File: config.mk
export PLATFORM = sky130hd
export DESIGN_NAME = alu_share_arbiter
export DESIGN_NICKNAME = d
export VERILOG_FILES = /design/src/rtl/alu_share_arbiter.sv
export SDC_FILE = /design/constraint.sdc
export NUM_CORES = 1
export LEC_CHECK = 0
export CAP_MARGIN = 0
export CORE_ASPECT_RATIO = 2
export CORE_MARGIN = 3
export CORE_UTILIZATION = 28
export DETAILED_ROUTE_END_ITERATION = 8
export PLACE_DENSITY = 0.66
export SLEW_MARGIN = 20
export SYNTH_ARGS = -nofsm -noshare
export SYNTH_HDL_FRONTEND = slang
export SYNTH_SLANG_ARGS = --single-unit
File: constraint.sdc
create_clock -name clk -period 3.3 [get_ports clk]
set_clock_uncertainty 0.15 [all_clocks]
set_input_delay 0.66 -clock clk [delete_from_list [all_inputs] [get_ports clk]]
set_output_delay 0.66 -clock clk [all_outputs]
set_load 0.05 [all_outputs]
File: src/rtl/alu_share_arbiter.sv
// Round-robin arbiter sharing one combinational ALU between two requesters.
// One operation in flight: IDLE (accept) -> EXEC (capture result) -> RESP (hold until taken).
module alu_share_arbiter #(
    parameter int WIDTH  = 32,
    parameter int CTRL_W = 4
) (
    input  logic              clk,
    input  logic              rst_n,

    input  logic              req0_valid,
    output logic              req0_ready,
    input  logic [WIDTH-1:0]  req0_a,
    input  logic [WIDTH-1:0]  req0_b,
    input  logic [CTRL_W-1:0] req0_ctrl,
    output logic              resp0_valid,
    input  logic              resp0_ready,
    output logic [WIDTH-1:0]  resp0_result,
    output logic              resp0_zero,

    input  logic              req1_valid,
    output logic              req1_ready,
    input  logic [WIDTH-1:0]  req1_a,
    input  logic [WIDTH-1:0]  req1_b,
    input  logic [CTRL_W-1:0] req1_ctrl,
    output logic              resp1_valid,
    input  logic              resp1_ready,
    output logic [WIDTH-1:0]  resp1_result,
    output logic              resp1_zero,

    output logic [WIDTH-1:0]  alu_a,
    output logic [WIDTH-1:0]  alu_b,
    output logic [CTRL_W-1:0] alu_ctrl,
    input  logic [WIDTH-1:0]  alu_result,
    input  logic              alu_zero
);

    typedef enum logic [1:0] {IDLE, EXEC, RESP} state_t;

    typedef struct packed {
        logic [WIDTH-1:0]  a;
        logic [WIDTH-1:0]  b;
        logic [CTRL_W-1:0] ctrl;
    } op_t;

    state_t           state, state_nxt;
    op_t              op_q, op_sel;
    logic             owner_q, last_grant_q;
    logic [WIDTH-1:0] result_q;
    logic             zero_q;

    logic any_req, gnt_sel, accept, owner_ready;

    assign any_req = req0_valid | req1_valid;

    // gnt_sel=1 picks port 1; on a tie the port that did not win last time goes
    always_comb begin
        if (req0_valid && req1_valid)
            gnt_sel = ~last_grant_q;
        else
            gnt_sel = req1_valid;
    end

    assign op_sel      = gnt_sel ? op_t'{req1_a, req1_b, req1_ctrl}
                                 : op_t'{req0_a, req0_b, req0_ctrl};
    assign accept      = (state == IDLE) && any_req;
    assign owner_ready = owner_q ? resp1_ready : resp0_ready;

    // State register
    always_ff @(posedge clk) begin
        if (!rst_n)
            state <= IDLE;
        else
            state <= state_nxt;
    end

    // Next-state logic
    always_comb begin
        state_nxt = state;
        case (state)
            IDLE:    if (any_req)     state_nxt = EXEC;
            EXEC:                     state_nxt = RESP;
            RESP:    if (owner_ready) state_nxt = IDLE;
            default:                  state_nxt = IDLE;
        endcase
    end

    // Outputs; ready is masked during reset so no handshake is ever advertised then
    always_comb begin
        req0_ready  = rst_n && accept && !gnt_sel;
        req1_ready  = rst_n && accept &&  gnt_sel;
        resp0_valid = rst_n && (state == RESP) && !owner_q;
        resp1_valid = rst_n && (state == RESP) &&  owner_q;
    end

    // Operand, owner, arbitration history and result registers
    always_ff @(posedge clk) begin
        if (!rst_n) begin
            op_q         <= '0;
            owner_q      <= 1'b0;
            last_grant_q <= 1'b1;
            result_q     <= '0;
            zero_q       <= 1'b0;
        end else begin
            if (accept) begin
                op_q         <= op_sel;
                owner_q      <= gnt_sel;
                last_grant_q <= gnt_sel;
            end
            if (state == EXEC) begin
                result_q <= alu_result;
                zero_q   <= alu_zero;
            end
        end
    end

    assign alu_a    = op_q.a;
    assign alu_b    = op_q.b;
    assign alu_ctrl = op_q.ctrl;

    assign resp0_result = result_q;
    assign resp0_zero   = zero_q;
    assign resp1_result = result_q;
    assign resp1_zero   = zero_q;

endmodule

Yosys cells after proc, flatten, opt, wreduce, memory -nomap -nowiden:

Cells that the tools add are included.

* logic and storage cells: 32
* bits in registers: 105

* multiplexer cells: 6
* equal/unequal tests: 4
* reductions and logical operators: 12
* bitwise logic cells: 2

Operators with widths (number)
* 2-to-1 mux 68 bit: 1
* logical AND 1 bit: 8
* case mux 2 bit (3 select lines): 1
* 2-to-1 mux 2 bit: 2
* inequality test 2 bit, second input constant: 2
* == test 2 x 1 -> 1 bit, second input constant: 1
* == test 2 bit, second input constant: 1
* logical NOT 1 bit: 2
* logical NOT 2 bit: 1
* 2-to-1 mux 1 bit: 2
* AND reduction 2 bit: 1
* inverter 1 bit: 1
* bitwise OR 1 bit: 1

Longest topological paths before layout:

Gate-level depths: netlist of the first run.

* depth after elaboration: 4
* mapped depth: 6

Worst setup path before layout of the first run:

Ideal clock, no wire load.

* path kind: input port to output port
* start point: input req1_valid
* end point: output req1_ready
* cell stages on the path: 4
* arrival time: 2.588 ns
* path slack: -0.098 ns
* cells stage by stage: a21bo_1 buf_4 buf_2 nor4_1

* longest elaborated chain between the ends: 4

RTL lines
* from (decl): line 20 `input logic req1_valid,`
* bitwise OR 1 bit: line 53 `assign any_req = req0_valid | req1_valid;`
* logical AND 1 bit: line 65 `assign accept = (state == IDLE) && any_req;`
* logical AND 1 bit: line 90 `req1_ready = rst_n && accept && gnt_sel;`
* logical AND 1 bit (*): line 90
* to (decl): line 21 `output logic req1_ready,`

Mark *: on every way between the ends. The rest lies on a longest branch, timed or not.

Worst setup path after layout of the first run:

* start point: input req0_valid
* end point: output req0_ready

* longest elaborated chain between the ends: 4

RTL lines
* from (decl): line 10 `input logic req0_valid,`
* bitwise OR 1 bit or logical AND 1 bit (tied branches): line 53, 57
* logical AND 1 bit or 2-to-1 mux 1 bit (tied branches): line 65, 57
* logical AND 1 bit or logical NOT 1 bit (tied branches): line 89 `req0_ready = rst_n && accept && !gnt_sel;`
* logical AND 1 bit (*): line 89
* to (decl): line 11 `output logic req0_ready,`

Marked as above.

==> results by group, run 1 <==
STA
  • RSZ-0062 raised after global routing: false
  • Worst hold slack: 0.323 ns
  • Tightest Pin Transition: 0.980 ns
  • Period utilisation layout: 0.862
  • Hold Vio Cnt, Final: 0
  • Max-slew violation count: 0
  • Max-Slew Margin vs Limit: 0.347
  • Max Freq: 352 MHz
  • Final worst slack: 0.455 ns
  • Final setup violation count: 0
  • Min Tclk post-route: 2.84 ns
  • Setup TNS: 0 ns

Worst setup path
  • Worst Path Arrival: 2.03 ns
  • Reg2Reg Depth: 4
  • Worst Path Max Fanout: 6
  • Worst Path Required: 2.49 ns
  • Kind of critical path: input port to output pin
  • Worst setup SP type: input port
  • Crit. End Element: output pin

Cells and area
  • Finished Cell Area: 0.00799 mm^2
  • Diodes inserted: 0
  • Layout Cells excl Fill: 1043
  • Fraction of layout cells with a size suffix above 1: 0.0453
  • Area grow syn2layout: 71.6%
  • Multi-input logic area: 0.00203 mm^2
  • Sequential standard cell area: 0.00210 mm^2
  • # fillers: 1579
  • Number of nets in the layout: 1009

Clocking
  • H-tree levels: 3
  • Root Driver: clkbuf_16
  • Longest Clk Path Bufs: 2
  • CTS tree: yes
  • Setup Buffers After CTS: 0
  • CTS clk-pin slew, worst paths: 0.07 ns
  • Clk sinks: 105
  • Skew-Pair Late Insertion Delay: 0.33 ns
  • Cts bufs inserted: 9
  • Post-CTS Hold Fix Bufs: 0
  • Resize count post-CTS: 0

Pwr
  • Worst IR Drop VDD: 0.336 mV
  • Power per cell area: 534 mW/mm^2
  • Static leakage: 2.93 nW

Global routing
  • Tot GR Track Use: 0.188
  • Global-route wire length before repair: 27700 um
  • Initial antenna violation count: 0
  • Pin count of the biggest net entering global routing: 88
  • Vias in the first global route: 4908
  • Gr ovfl total: 0

Flow run
  • Max_cap viols: 0

Die
  • Die height: 188 um
  • Core area: 0.0163 mm^2
  • Core Rows: 66
  • # IOs: 313
  • Starting Density: 0.286
  • Die span in x: 97.2 um
  • Die ar.: 0.0183 mm^2

Synth
  • Post-synthesis sequential area ratio: 0.451
  • Syn Inst Count: 591
  • Synthesized area: 0.00466 mm^2
  • Cell variety after synth: 24
  • Post-synthesis area per instance: 7.88 um^2
  • #FFs+latches synth: 105
  • Synth top area share: 0.451
  • Leading area contributor after synthesis: dfxtp_1
  • Largest cells by area after synthesis: dfxtp_1 (45%), nand2_1 (16%), a311oi_1 (13%)
  • YS warnings: 0
  • Syn nets: 766

Route
  • Starting DRT DRC Count: 159
  • Antenna Violating Nets Remaining: 0
  • DRC: 0
  • DR WL/cell: 17.1 um
  • Detailed Route WL: 17900 um
  • Vias post-DR: 5088
  • DRT Pass-1 Iters: 5
  • Detail-routed via count per cell: 4.88

Hold path
  • Hold path depth: 2
  • Min-Delay Path Class: register to register

Placed design
  • DP Wirelength: 12600 um
  • Dpl cell area: 0.00765 mm^2
  • Place WS: 0.466 ns
  • Number of port buffers: 312
  • Placed insts: 1027
  • RePlAce Congestion: 0.805

Status
  • Status: completed
layer usage:
metal	vias to the layer above	GRT usage	routed length, um
li1	2501	-	-
met1	2320	0.216	6880
met2	236	0.341	9390
met3	31	0.0330	996
met4	0	0.0736	602
met5	-	0	0
worst paths after layout:
| kind | startpoint | slack (ns) | endpoint |
|---|---|---|---|
| worst max-delay path | req0_valid | 0.46 | req0_ready |
| worst min-delay path | resp0_result[24] | 0.32 | resp0_result[24] |
| worst max register to register | state[1] | 1.19 | alu_a[2] |
| worst min register to register | resp0_result[24] | 0.32 | resp0_result[24] |
sequential cells by signal, indices dropped and copies added, names as in the netlist:
signal and cells:
alu_ctrl 4, resp0_result 32, resp0_zero 1, state 2
owner_q 1, last_grant_q 1, alu_a 32, alu_b 32
synth_stat cells:
master    count
a21bo_1       1
a21boi_2      1
a21oi_1     103
a311oi_1     68
and3_1        1
buf_1         2
buf_2        30
buf_4        36
buf_6         5
clkbuf_1     17
dfxtp_1     105
inv_2         1
mux2i_1       1
nand2_1     203
nand2b_1      1
nand3_1       2
nor2_1        3
nor2_2        2
nor2b_1       2
nor3_1        1
nor4_1        2
o21ai_0       2
or2_0         1
or2_2         1
cell usage in the layout (no fill, tap or decap):
| master | instances |
|---|---|
| and3_1 | 1 |
| a21boi_4 | 1 |
| nor4_1 | 1 |
| mux2i_1 | 1 |
| or2_0 | 1 |
| nor4_2 | 1 |
| nor2_4 | 2 |
| bufinv_16 | 2 |
| nor2b_2 | 1 |
| or2_2 | 1 |
| o21ai_0 | 2 |
| clkinv_4 | 2 |
| nand2b_1 | 1 |
| nor2b_1 | 1 |
| nand3_1 | 2 |
| nand2_1 | 203 |
| inv_8 | 3 |
| clkinv_2 | 1 |
| a21bo_2 | 1 |
| a21oi_1 | 103 |
| nor3_1 | 1 |
| buf_4 | 8 |
| clkdlybuf4s50_1 | 308 |
| clkbuf_16 | 9 |
| dfxtp_1 | 105 |
| a311oi_1 | 68 |
| nor2_1 | 3 |
| buf_12 | 6 |
where the power goes:
group | switching, mW | leakage, nW | total, mW | internal, mW
Combinational | 0.964 | 1.90 | 1.56 | 0.600
Sequential | 0.0827 | 0.868 | 1.49 | 1.40
Clock | 0.528 | 0.166 | 1.21 | 0.685
Total | 1.57 | 2.93 | 4.26 | 2.69
critical path, stage by stage:
cell and delay (ns):
clkdlybuf4s50_1 0.56, nor2_1 0.16, nor4_1 0.45, buf_12 0.20
layout make-up:
cell class | instances | area share
tap | 204 | 0.0319
clock buffer | 9 | 0.0282
clock inverter | 7 | 0.0139
timing repair buffer | 322 | 0.408
inverter | 1 | 0.000626
sequential | 105 | 0.263
multi-input combinational | 395 | 0.254
metrics by stage:
stage           util  power [mW]
6_report       0.491        4.26
5_1_grt        0.491        4.46
4_1_cts        0.491        4.32
2_1_floorplan      -        2.48
3_5_place_dp   0.471        3.09
3_3_place_gp   0.471        3.08
cells by family after synthesis:
family | synth area share
flip-flops | 0.451
AO/OA/AOI/OAI | 0.245
buffers and inverters | 0.118
multiplexers | 0.00215
AND/OR/NAND/NOR | 0.183
No activity file was read; power rests on OpenSTA's default activity.
==> run 2, diff against run 1 <==
- CAP_MARGIN: 0 -> 30
- SETUP_SLACK_MARGIN: default -> 0.15
==> run 2 against run 1 <==
- sequential power barely moved
- register-to-register slack improved by 0.20 ns
- clock power is essentially flat
- worst hold slack got worse by 0.0039 ns
- via count fell by 1.0%
- die area stayed put
- count of clock-buffer cells in the layout did not move
- utilization is 0.069 points lower
- total power shrank 0.50%
- largest power group unchanged
- worst setup slack gained 0.11 ns
==> results by group, run 2 (synthesis results as in run 1) <==
Global routing
  • Global-route wire length before repair: 27800 um (was 27700 um)
  • Vias in the first global route: 4872 (was 4908)
  • Initial antenna violation count: 0 (unchanged)
  • Tot GR Track Use: 0.189 (was 0.188)
  • Gr ovfl total: 0 (unchanged)
  • Pin count of the biggest net entering global routing: 70 (was 88)

Route
  • Vias post-DR: 5035 (was 5088)
  • DRC: 0 (unchanged)
  • Starting DRT DRC Count: 139 (was 159)
  • DRT Pass-1 Iters: 4 (was 5)
  • DR WL/cell: 17.1 um (about the same)
  • Detailed Route WL: 17900 um (about the same)
  • Detail-routed via count per cell: 4.83 (was 4.88)
  • Antenna Violating Nets Remaining: 0 (unchanged)

Pwr
  • Final Power: 4.24 mW (was 4.26 mW)
  • Internal Pwr Total: 2.68 mW (was 2.69 mW)
  • Sw power: 1.56 mW (was 1.57 mW)
  • Share of total power in sequential cells: 0.350 (was 0.349)
  • Power per cell area: 532 mW/mm^2 (was 534 mW/mm^2)
  • Static leakage: 2.92 nW (was 2.93 nW)
  • Worst IR Drop VDD: 0.318 mV (was 0.336 mV)
  • Sw frac: 0.368 (was 0.369)
  • Clock Power Share: 0.282 (was 0.284)
  • Gate power share: 0.368 (was 0.367)

Status
  • Status: completed (unchanged)

Die
  • Core Rows: 66 (unchanged)
  • Starting Density: 0.286 (unchanged)
  • # IOs: 313 (unchanged)
  • Die span in x: 97.2 um (unchanged)
  • Die height: 188 um (unchanged)
  • Die ar.: 0.0183 mm^2 (unchanged)
  • Core area: 0.0163 mm^2 (unchanged)

Clocking
  • Longest Clk Path Bufs: 2 (unchanged)
  • Clk sinks: 105 (unchanged)
  • H-tree levels: 3 (unchanged)
  • Setup Buffers After CTS: 0 (unchanged)
  • Post-CTS Hold Fix Bufs: 0 (unchanged)
  • Cts bufs inserted: 9 (unchanged)
  • Skew-Pair Late Insertion Delay: 0.34 ns (was 0.33 ns)
  • Resize count post-CTS: 0 (unchanged)
  • CTS clk-pin slew, worst paths: 0.07 ns (about the same)
  • Root Driver: clkbuf_16 (unchanged)
  • CTS tree: yes (unchanged)

Cells and area
  • Commonest non-fill, non-tap cell in the layout: clkdlybuf4s50_1 (unchanged)
  • Most frequent cells in the layout: clkdlybuf4s50_1 (308), nand2_1 (203), dfxtp_1 (105) (unchanged)
  • Fraction of layout cells with a size suffix above 1: 0.0465 (was 0.0453)
  • Diodes inserted: 0 (unchanged)
  • Number of nets in the layout: 1009 (unchanged)
  • Area grow syn2layout: 71.4% (was 71.6%)
  • Sequential standard cell area: 0.00210 mm^2 (unchanged)
  • Multi-input logic area: 0.00204 mm^2 (was 0.00203 mm^2)
  • # fillers: 1594 (was 1579)

Worst setup path
  • Worst setup SP type: input port (unchanged)
  • Crit. End Element: output pin (unchanged)
  • Kind of critical path: input port to output pin (unchanged)
  • Worst Path Required: 2.49 ns (about the same)
  • Worst Path Arrival: 1.92 ns (was 2.03 ns)
  • Worst Path Max Fanout: 6 (unchanged)

STA
  • Period utilisation layout: 0.828 (was 0.862)
  • Max Freq: 366 MHz (was 352 MHz)
  • RSZ-0062 raised after global routing: false (unchanged)
  • Final setup violation count: 0 (unchanged)
  • Max-slew violation count: 0 (unchanged)
  • Hold Vio Cnt, Final: 0 (unchanged)
  • Setup TNS: 0 ns (unchanged)
  • Max-Slew Margin vs Limit: 0.482 (was 0.347)
  • Min Tclk post-route: 2.73 ns (was 2.84 ns)
  • Tightest Pin Transition: 0.776 ns (was 0.980 ns)

Placed design
  • Number of port buffers: 312 (unchanged)
  • RePlAce Congestion: 0.818 (was 0.805)
  • DP Wirelength: 12800 um (was 12600 um)

Hold path
  • Min-Delay Path Class: register to register (unchanged)

Flow run
  • Max_cap viols: 0 (unchanged)
==> run 2: cell count changes in the layout (fill, tap and decap cells not counted), sizes merged <==
cell / previous run / this run
inv: 3 / 4
clkinv: 3 / 2
==> run 2: critical path, stage by stage <==
cell             delay, ns
clkdlybuf4s50_1       0.56
nor2_1                0.17
nor4_2                0.34
buf_12                0.18
==> run 2: path summary, 6_finish.rpt <==
check	end	slack, ns	cells past startpoint	start
worst max-delay path	req0_ready	0.57	4	req0_valid
worst min-delay path	resp0_result[27]	0.32	2	resp0_result[27]
worst max register to register	alu_a[31]	1.39	4	last_grant_q
worst min register to register	resp0_result[27]	0.32	2	resp0_result[27]
==> run 2: area by class of cell <==
class                           instances  share of cell area
Clock buffer                            9              0.0282
Clock inverter                          7              0.0133
Multi-Input combinational cell        395               0.255
Tap cell                              204              0.0320
Timing Repair Buffer                  322               0.407
Inverter                                1            0.000627
Sequential cell                       105               0.263
==> run 2: through the flow <==
| stage | worst slack, ns | utilization | hold WS (ns) | area, um^2 | instances |
|---|---|---|---|---|---|
| finish | 0.568 | 0.491 | 0.319 | 7980 | 1043 |
| global placement | 0.583 | 0.470 | 0.304 | 7650 | 1027 |
| detailed placement | 0.569 | 0.470 | 0.312 | 7650 | 1027 |
| global route | 0.488 | 0.491 | 0.345 | 7980 | 1043 |
| floorplan | 0.497 | - | 0.339 | 4670 | 591 |
| CTS | 0.559 | 0.491 | 0.323 | 7980 | 1043 |
==> run 2: routing by layer <==
metal  wire [um]  vias to the layer above  track usage
met3        1060                       27       0.0433
met4         519                        0       0.0687
met1        6440                     2297        0.206
li1            -                     2501            -
met5           0                        -            0
met2        9850                      210        0.351
==> run 2: power by group through the flow <==
stage / Sequential, mW / Clock, mW / Combinational, mW
6_report: 1.49 / 1.20 / 1.56
5_1_grt: 1.50 / 1.29 / 1.65
4_1_cts: 1.49 / 1.24 / 1.58
3_5_place_dp: 1.51 / 0 / 1.58
3_3_place_gp: 1.51 / 0 / 1.57
2_1_floorplan: 1.96 / 0 / 0.523
